==> src/rtl/div_repsub.sv <==
// ============================================================================
// div_repsub : unsigned repeated-subtraction divider, serial operand load.
// Optional cycle counter output enabled by macro DIV_REPSUB_CYCLE_CNT_EN.
// Revision: 1.0
// ============================================================================
`default_nettype none

module div_repsub #(
  parameter int WIDTH = 16
) (
  input  logic             clk,
  input  logic             rst,
  input  logic             start,
  input  logic [WIDTH-1:0] data_in,
  output logic [WIDTH-1:0] quotient,
  output logic [WIDTH-1:0] remainder,
  output logic             done,
  output logic             busy,
  output logic             div_by_zero
`ifdef DIV_REPSUB_CYCLE_CNT_EN
  ,
  output logic [WIDTH+1:0] cycle_cnt
`endif
);

  typedef enum logic [1:0] {
    S_IDLE   = 2'd0,
    S_LOAD_B = 2'd1,
    S_RUN    = 2'd2,
    S_DONE   = 2'd3
  } state_t;

  localparam logic [WIDTH-1:0] c_Q_ONE = WIDTH'(1);

  state_t           r_state;
  state_t           w_next;
  logic [WIDTH-1:0] r_quot;
  logic [WIDTH-1:0] r_rem;
  logic [WIDTH-1:0] r_b;
  logic             r_dbz;
  logic             w_b_zero;
  logic             w_rem_ge;

  assign w_b_zero = (r_b == '0);
  assign w_rem_ge = (r_rem >= r_b);

  always_ff @(posedge clk or posedge rst) begin
    if (rst) r_state <= S_IDLE;
    else     r_state <= w_next;
  end

  always_comb begin
    w_next = r_state;
    case (r_state)
      S_IDLE, S_DONE: if (start) w_next = S_LOAD_B;
      S_LOAD_B:       w_next = S_RUN;
      S_RUN:          if (w_b_zero || !w_rem_ge) w_next = S_DONE;
      default:        w_next = S_IDLE;
    endcase
  end

  // Remainder register starts as the dividend and is whittled down in RUN.
  always_ff @(posedge clk or posedge rst) begin
    if (rst) begin
      r_quot <= '0;
      r_rem  <= '0;
      r_b    <= '0;
      r_dbz  <= 1'b0;
    end else begin
      case (r_state)
        S_IDLE, S_DONE: begin
          if (start) begin
            r_rem  <= data_in;
            r_quot <= '0;
            r_dbz  <= 1'b0;
          end
        end
        S_LOAD_B: r_b <= data_in;
        S_RUN: begin
          if (w_b_zero) begin
            r_dbz <= 1'b1;
          end else if (w_rem_ge) begin
            r_rem  <= r_rem - r_b;
            r_quot <= r_quot + c_Q_ONE;
          end
        end
        default: ;
      endcase
    end
  end

  assign quotient    = r_quot;
  assign remainder   = r_rem;
  assign div_by_zero = r_dbz;
  assign done        = (r_state == S_DONE);
  assign busy        = (r_state == S_LOAD_B) || (r_state == S_RUN);

`ifdef DIV_REPSUB_CYCLE_CNT_EN
  localparam logic [WIDTH+1:0] c_CNT_ONE = (WIDTH+2)'(1);
  logic [WIDTH+1:0] r_cnt;

  always_ff @(posedge clk or posedge rst) begin
    if (rst) begin
      r_cnt <= '0;
    end else if ((r_state == S_IDLE || r_state == S_DONE) && start) begin
      r_cnt <= '0;
    end else if (busy) begin
      r_cnt <= r_cnt + c_CNT_ONE;
    end
  end

  assign cycle_cnt = r_cnt;
`else
  // Counter absent in this build.
`endif

endmodule

`default_nettype wire

==> config.mk <==
export PLATFORM = sky130hd
export DESIGN_NAME = div_repsub
export DESIGN_NICKNAME = d
export VERILOG_FILES = /design/src/rtl/div_repsub.sv
export SDC_FILE = /design/constraint.sdc
export NUM_CORES = 1
export LEC_CHECK = 0
export ABC_AREA = 1
export CELL_PAD_IN_SITES_DETAIL_PLACEMENT = 0
export CELL_PAD_IN_SITES_GLOBAL_PLACEMENT = 1
export CORE_ASPECT_RATIO = 0.7
export CORE_MARGIN = 1.5
export CORE_UTILIZATION = 35
export CTS_CLUSTER_DIAMETER = 200
export DETAILED_ROUTE_END_ITERATION = 6
export GPL_TIMING_DRIVEN = 0
export PLACE_DENSITY_LB_ADDON = 0.1
export SLEW_MARGIN = 20
export SYNTH_ARGS = -nofsm -noshare
export SYNTH_HDL_FRONTEND = slang
export SYNTH_SLANG_ARGS = --single-unit
==> constraint.sdc <==
create_clock -name clk -period 1.9 [get_ports clk]
set_input_delay 0.285 -clock clk [delete_from_list [all_inputs] [get_ports clk]]
set_output_delay 0.285 -clock clk [all_outputs]
set_load 0.005 [all_outputs]
==> results_dict.tcl, run 1 <==
set metrics [dict create \
    synthMuxAreaShare 0 \
    io_buffers 53 \
    drive_above_1_share 0.153 \
    critPathMaxFanout 7 \
    setup_ws_ns -0.243 \
    setup_viol 34 \
    dp_slack_ns -0.365 \
    cts.clk_slew.worst_paths_ns 0.08 \
    synthCells 557 \
    r2r_start "r_b[6]$_DFFE_PP0N_" \
    drt_pass1_iterations 5 \
    dieArea_um2 11400 \
    synthXorXnorAreaFrac 0.0163 \
    final_hold_viol_count 0 \
    switching_power_mw 5.43 \
    crit_start "r_b[6]$_DFFE_PP0N_" \
    synth_top_area_share 0.339 \
    crit_top_cell "nand2_2" \
    ios 54 \
    htreeDepth 2 \
    grt_pass1_wl_um 20000 \
    whs_ns 0.436 \
    grt_max_degree 52 \
    slew_headroom 0.520 \
    final_max_slew_viol_count 0 \
    synth_warnings 0 \
    yosysMostFrequentCell "nand2_1" \
    fmax_ghz 0.467 \
    die_x_um 127 \
    rows 31 \
    grt_setup_unrepaired "yes" \
    p_seq_frac 0.164 \
    initial_core_util 0.362 \
    synth-simple-area-share 0.400 \
    cts_buffers 5 \
    synthArstFlopShare 1.00 \
    cts_tree "yes" \
    finalCriticalPeriod_ns 2.14 \
    gp_congestion 0.831 \
    clk_latency_ns 0.30 \
    grt_pass1_vias 3578 \
    skew_ns 0.0117 \
    synthTopCellsByCount "nand2_1, inv_1, nand3_1" \
    grt_overflow 0 \
    ys_ff_latch 51 \
    final_antenna_net_count 0 \
    cts_hold_buffers 0 \
    start_kind "flop" \
    period_share 1.13 \
    routedWlPerCell_um 16.3 \
    crit_chain "inv_1 > ha_1 > nand2_2 > inv_1 > a21oi_2 > nand3_2 > nand2_2 > nand2_4 > nand2_4 > buf_6 > a21oi_4 > buf_12 > nand2_2 > nand2_2" \
    syn_area_per_cell_um2 6.75 \
    synth_nets 597 \
    dieHeight_um 89.7 \
    area_growth_pct 34.1 \
    synth_area_leaders "dfrtp_1, nand2_1, nand3_1" \
    p_per_area_nw_per_um2 2150 \
    drc 0 \
    ys_types 34 \
    critPathMaxStageDelay_ns 0.36 \
    antenna_found_initial 0 \
    p_int_mw 5.40 \
    required_ns 2.09 \
    arrival_ns 2.33 \
    slowest_stage "dfrtp_1" \
    worst_pin_slew_ns 0.720 \
    synth_edf_count 0 \
    yosysTopAreaCell "dfrtp_1" \
    clkPwrFrac 0.101 \
    final_nets 678 \
    cts_sinks 51 \
    num-fill-cells 1072 \
    vias 3874 \
    outcome "finished, violations left" \
    cap_violations 0 \
    track_usage 0.226 \
    ys_seq_area_frac 0.339 \
    synth_flop_cell "dfrtp_1" \
    synth_top_family_by_area "simple AND/OR/NAND/NOR gates" \
    ir_drop_uv 799 \
    synth_compound_area_frac 0.0758 \
    vias_per_cell 5.02 \
    num_antenna_cells 0 \
    end_kind "flop" \
    place_hpwl_um 8950 \
    wl_um 12500 \
    root_buffer "clkbuf_16" \
    p_comb_frac 0.735 \
    violations "negative setup slack" \
    synth_fa_ha_area_frac 0.0719 \
    hold_path_class "in -> async" \
    switching_share 0.501 \
    core_um2 10400 \
    p_leak_nw 2.50 \
    netlist_area_um2 3760 \
    ctsLongestPathBuffers 2 \
    drt_iter0_drc 357 \
    critPathKind "reg -> reg" \
]
[metal layers]
layer	vias up	wire length (um)	GRT usage	share of wire
li1	1922	-	-	-
met4	0	108	0.0379	0.0086
met5	-	0	0	0
met3	10	843	0.0399	0.067
met1	1809	6340	0.351	0.51
met2	133	5250	0.328	0.42
[path summary, 6_finish.rpt]
kind / cells past startpoint / slack (ns) / to
setup reg to reg: 14 / -0.24 / remainder[15]$_DFFE_PP0P_
hold / removal: 2 / 0.44 / quotient[9]$_DFFE_PP0P_
min in group clk: 2 / 0.52 / div_by_zero$_DFFE_PP0P_
max in group asynchronous: 2 / 1.00 / remainder[6]$_DFFE_PP0P_
hold reg to reg: 2 / 0.52 / div_by_zero$_DFFE_PP0P_
setup / recovery: 14 / -0.24 / remainder[15]$_DFFE_PP0P_
[critical path: cells and delay by family (launching register included)]
kind            cells  cell delay [ns]
buf+inv             4             0.46
fa+ha+maj           1             0.30
compound gates      2             0.26
simple gates        7             0.65
flops               1             0.36
[state kept, by name, indices dropped and copies added, names as in the netlist]
name	cells
r_b	16
div_by_zero	1
remainder	16
r_state	2
quotient	16
[cells by family after synthesis]
kind of cell	Yosys count
adders and majority gates	21
xor gates and xnor gates	7
AOI/OAI and AO/OA	52
DFF	51
buffers and inverters	87
and+or+nand+nor	339
[power groups by stage]
stage	combinational (mW)	sequential, mW	clock, mW
after global routing	8.77	1.82	1.16
after detailed placement	6.54	1.78	0
after CTS	7.44	1.76	1.10
after floorplan	4.55	1.72	0
final	7.96	1.78	1.09
after global placement	6.51	1.77	0
[through the flow]
stage                     instances  utilization  power [mW]  instance area, um2  TNS [ns]
after floorplan                 557            -        6.27                3770     -1.34
after global placement          742        0.430        8.28                4470    -50.44
after detailed placement        742        0.430        8.32                4470    -11.14
after CTS                       766        0.468        10.3                4860     -7.30
after global routing            771        0.485        11.8                5040    -10.45
final                           771        0.485        10.8                5040     -6.91
[layout by cell type (no fill, tap or decap), drive strengths merged, types with 12 or more instances in the layout]
cell type / n
a21oi: 20
buf: 29
clkbuf: 12
clkdlybuf4s50: 53
dfrtp: 51
ha: 20
inv: 73
nand2: 220
nand3: 56
nor2: 34
o21ai: 30
[final cells by class]
type,count,area (um2),area share
Buffer,14,104,0.0206
Clock buffer,5,125,0.0248
Clock inverter,3,46.3,0.00918
Inverter,72,275,0.0546
Multi-Input combinational cell,419,2310,0.457
Sequential cell,51,1280,0.253
Tap cell,132,165,0.0327
Timing Repair Buffer,75,744,0.148
[what timing repair did]
action / CTS / global route
buffers inserted: 15 / 8
gates cloned: 1 / 0
pin swaps: 14 / 14
resized for setup: 12 / 36
setup endpoints to repair: 35 / 34
Power figures use the tool's default switching activity.
==> run 2, diff against run 1 <==
--- a/config.mk
+++ b/config.mk
@@ -14,6 +14,7 @@
 export CTS_CLUSTER_DIAMETER = 200
 export DETAILED_ROUTE_END_ITERATION = 6
 export GPL_TIMING_DRIVEN = 0
+export MAX_ROUTING_LAYER = met4
 export PLACE_DENSITY_LB_ADDON = 0.1
 export SLEW_MARGIN = 20
 export SYNTH_ARGS = -nofsm -noshare
==> results_dict.tcl, run 2 (synthesis gave the netlist of run 1 again) <==
set metrics [dict create \
    ctsLongestPathBuffers 2 \
    final_antenna_net_count 0 \
    cts.clk_slew.worst_paths_ns 0.08 \
    num_antenna_cells 0 \
    setup_ws_ns -0.241 \
    final_hold_viol_count 0 \
    hold_path_class "in -> async" \
    whs_ns 0.442 \
    wl_met3_um 829 \
    ios 54 \
    final_nets 678 \
    vias 3855 \
    setup_viol 34 \
    drive_above_1_share 0.152 \
    drc 0 \
    routedWlPerCell_um 16.2 \
    grt_overflow 0 \
    period_share 1.13 \
    fin_setup_tns_ns -6.30 \
    area_growth_pct 33.8 \
    die_x_um 127 \
    met1_length_um 6340 \
    grt_setup_unrepaired "yes" \
    num-fill-cells 1077 \
    drt_pass1_iterations 5 \
    track_usage 0.233 \
    start_kind "flop" \
    place_hpwl_um 8950 \
    outcome "finished, violations left" \
    crit_start "remainder[6]$_DFFE_PP0P_" \
    highest_layer "met4" \
    p_leak_nw 2.50 \
    initial_core_util 0.362 \
    p_per_area_nw_per_um2 2140 \
    cap_violations 0 \
    finalCriticalPeriod_ns 2.14 \
    rows 31 \
    r2r_start "remainder[6]$_DFFE_PP0P_" \
    grt_max_degree 52 \
    wl_met2_um 5200 \
    gp_congestion 0.843 \
    io_buffers 53 \
    vias_per_cell 5.00 \
    finalPower_mw 10.8 \
    violations "negative setup slack" \
    clk_latency_ns 0.30 \
    cts_tree "yes" \
    skew_ns 0.0104 \
    antenna_found_initial 0 \
    final_max_slew_viol_count 0 \
    grt_pass1_vias 3579 \
    dieHeight_um 89.7 \
    critPathMaxFanout 4 \
    root_buffer "clkbuf_16" \
    dp_slack_ns -0.365 \
    final_common_cell "nand2_1" \
    htreeDepth 2 \
    dieArea_um2 11400 \
    required_ns 2.14 \
    core_um2 10400 \
    cts_buffers 5 \
    ir_drop_uv 793 \
    drt_iter0_drc 355 \
    grt_pass1_wl_um 20000 \
    most-common-layout-cells "nand2_1, inv_1, clkdlybuf4s50_1, nand3_1, dfrtp_1" \
    wl_um 12500 \
    arrival_ns 2.38 \
    worst_pin_slew_ns 0.733 \
    fmax_ghz 0.467 \
    slew_headroom 0.512 \
    end_kind "flop" \
    critPathKind "reg -> reg" \
    cts_sinks 51 \
]
[run 2: cell counts in the layout (fill, tap and decap cells not counted)]
No cell type changed its count.
[run 2: metal layers]
| metal | global-route usage | vias up |
|---|---|---|
| met5 | - | - |
| met4 | 0.0379 | 0 |
| met3 | 0.0393 | 17 |
| met2 | 0.330 | 123 |
| met1 | 0.351 | 1795 |
| li1 | - | 1920 |
[run 2: cell type report]
type                    instances  area [um2]  share of cell area
multi-input cells             419        2290               0.456
flip-flops and latches         51        1280               0.254
repair buffers                 75         744               0.148
inverters                      72         275              0.0547
well taps                     132         165              0.0328
clock buffers                   5         125              0.0249
plain buffers                  14         104              0.0206
clock inverters                 3        46.3             0.00920
[run 2: per-stage QoR]
step                      instance area (um2)  utilization  cells
after floorplan                          3770            -    557
after global placement                   4470        0.430    742
after detailed placement                 4470        0.430    742
after CTS                                4860        0.468    766
after global routing                     5030        0.484    771
final                                    5030        0.484    771
[run 2: timing repair]
action	in CTS	in global routing
endpoints found under the setup margin	35	34
setup buffers	15	8
hold buffers	0	0
gates cloned	1	0
pin swaps	14	13
gates resized for setup	12	35
endpoints found under the hold margin	0	0
[run 2: power by group]
group / total [mW] / internal [mW] / switching [mW]
combinational: 7.93 / 3.26 / 4.66
clock: 1.08 / 0.628 / 0.454
sequential: 1.77 / 1.48 / 0.291
[run 2: worst max-delay path, stage by stage (launching register included)]
cell and delay, ns:
dfrtp_1 0.41, ha_1 0.38, nand2_2 0.11, nor2_4 0.12
nand3_2 0.10, buf_4 0.14, buf_4 0.12, buf_4 0.12
buf_4 0.12, nand2_1 0.06, a21oi_1 0.06, a21oi_1 0.19
nand3_2 0.08, nand2_1 0.07
[run 2: path summary, 6_finish.rpt]
check	to	slack, ns	cells after the start
max reg2reg	remainder[8]$_DFFE_PP0P_	-0.24	13
min	quotient[9]$_DFFE_PP0P_	0.44	2
min in group clk	div_by_zero$_DFFE_PP0P_	0.52	2
max	remainder[8]$_DFFE_PP0P_	-0.24	13
min reg2reg	div_by_zero$_DFFE_PP0P_	0.52	2
max in group asynchronous	remainder[6]$_DFFE_PP0P_	1.00	2
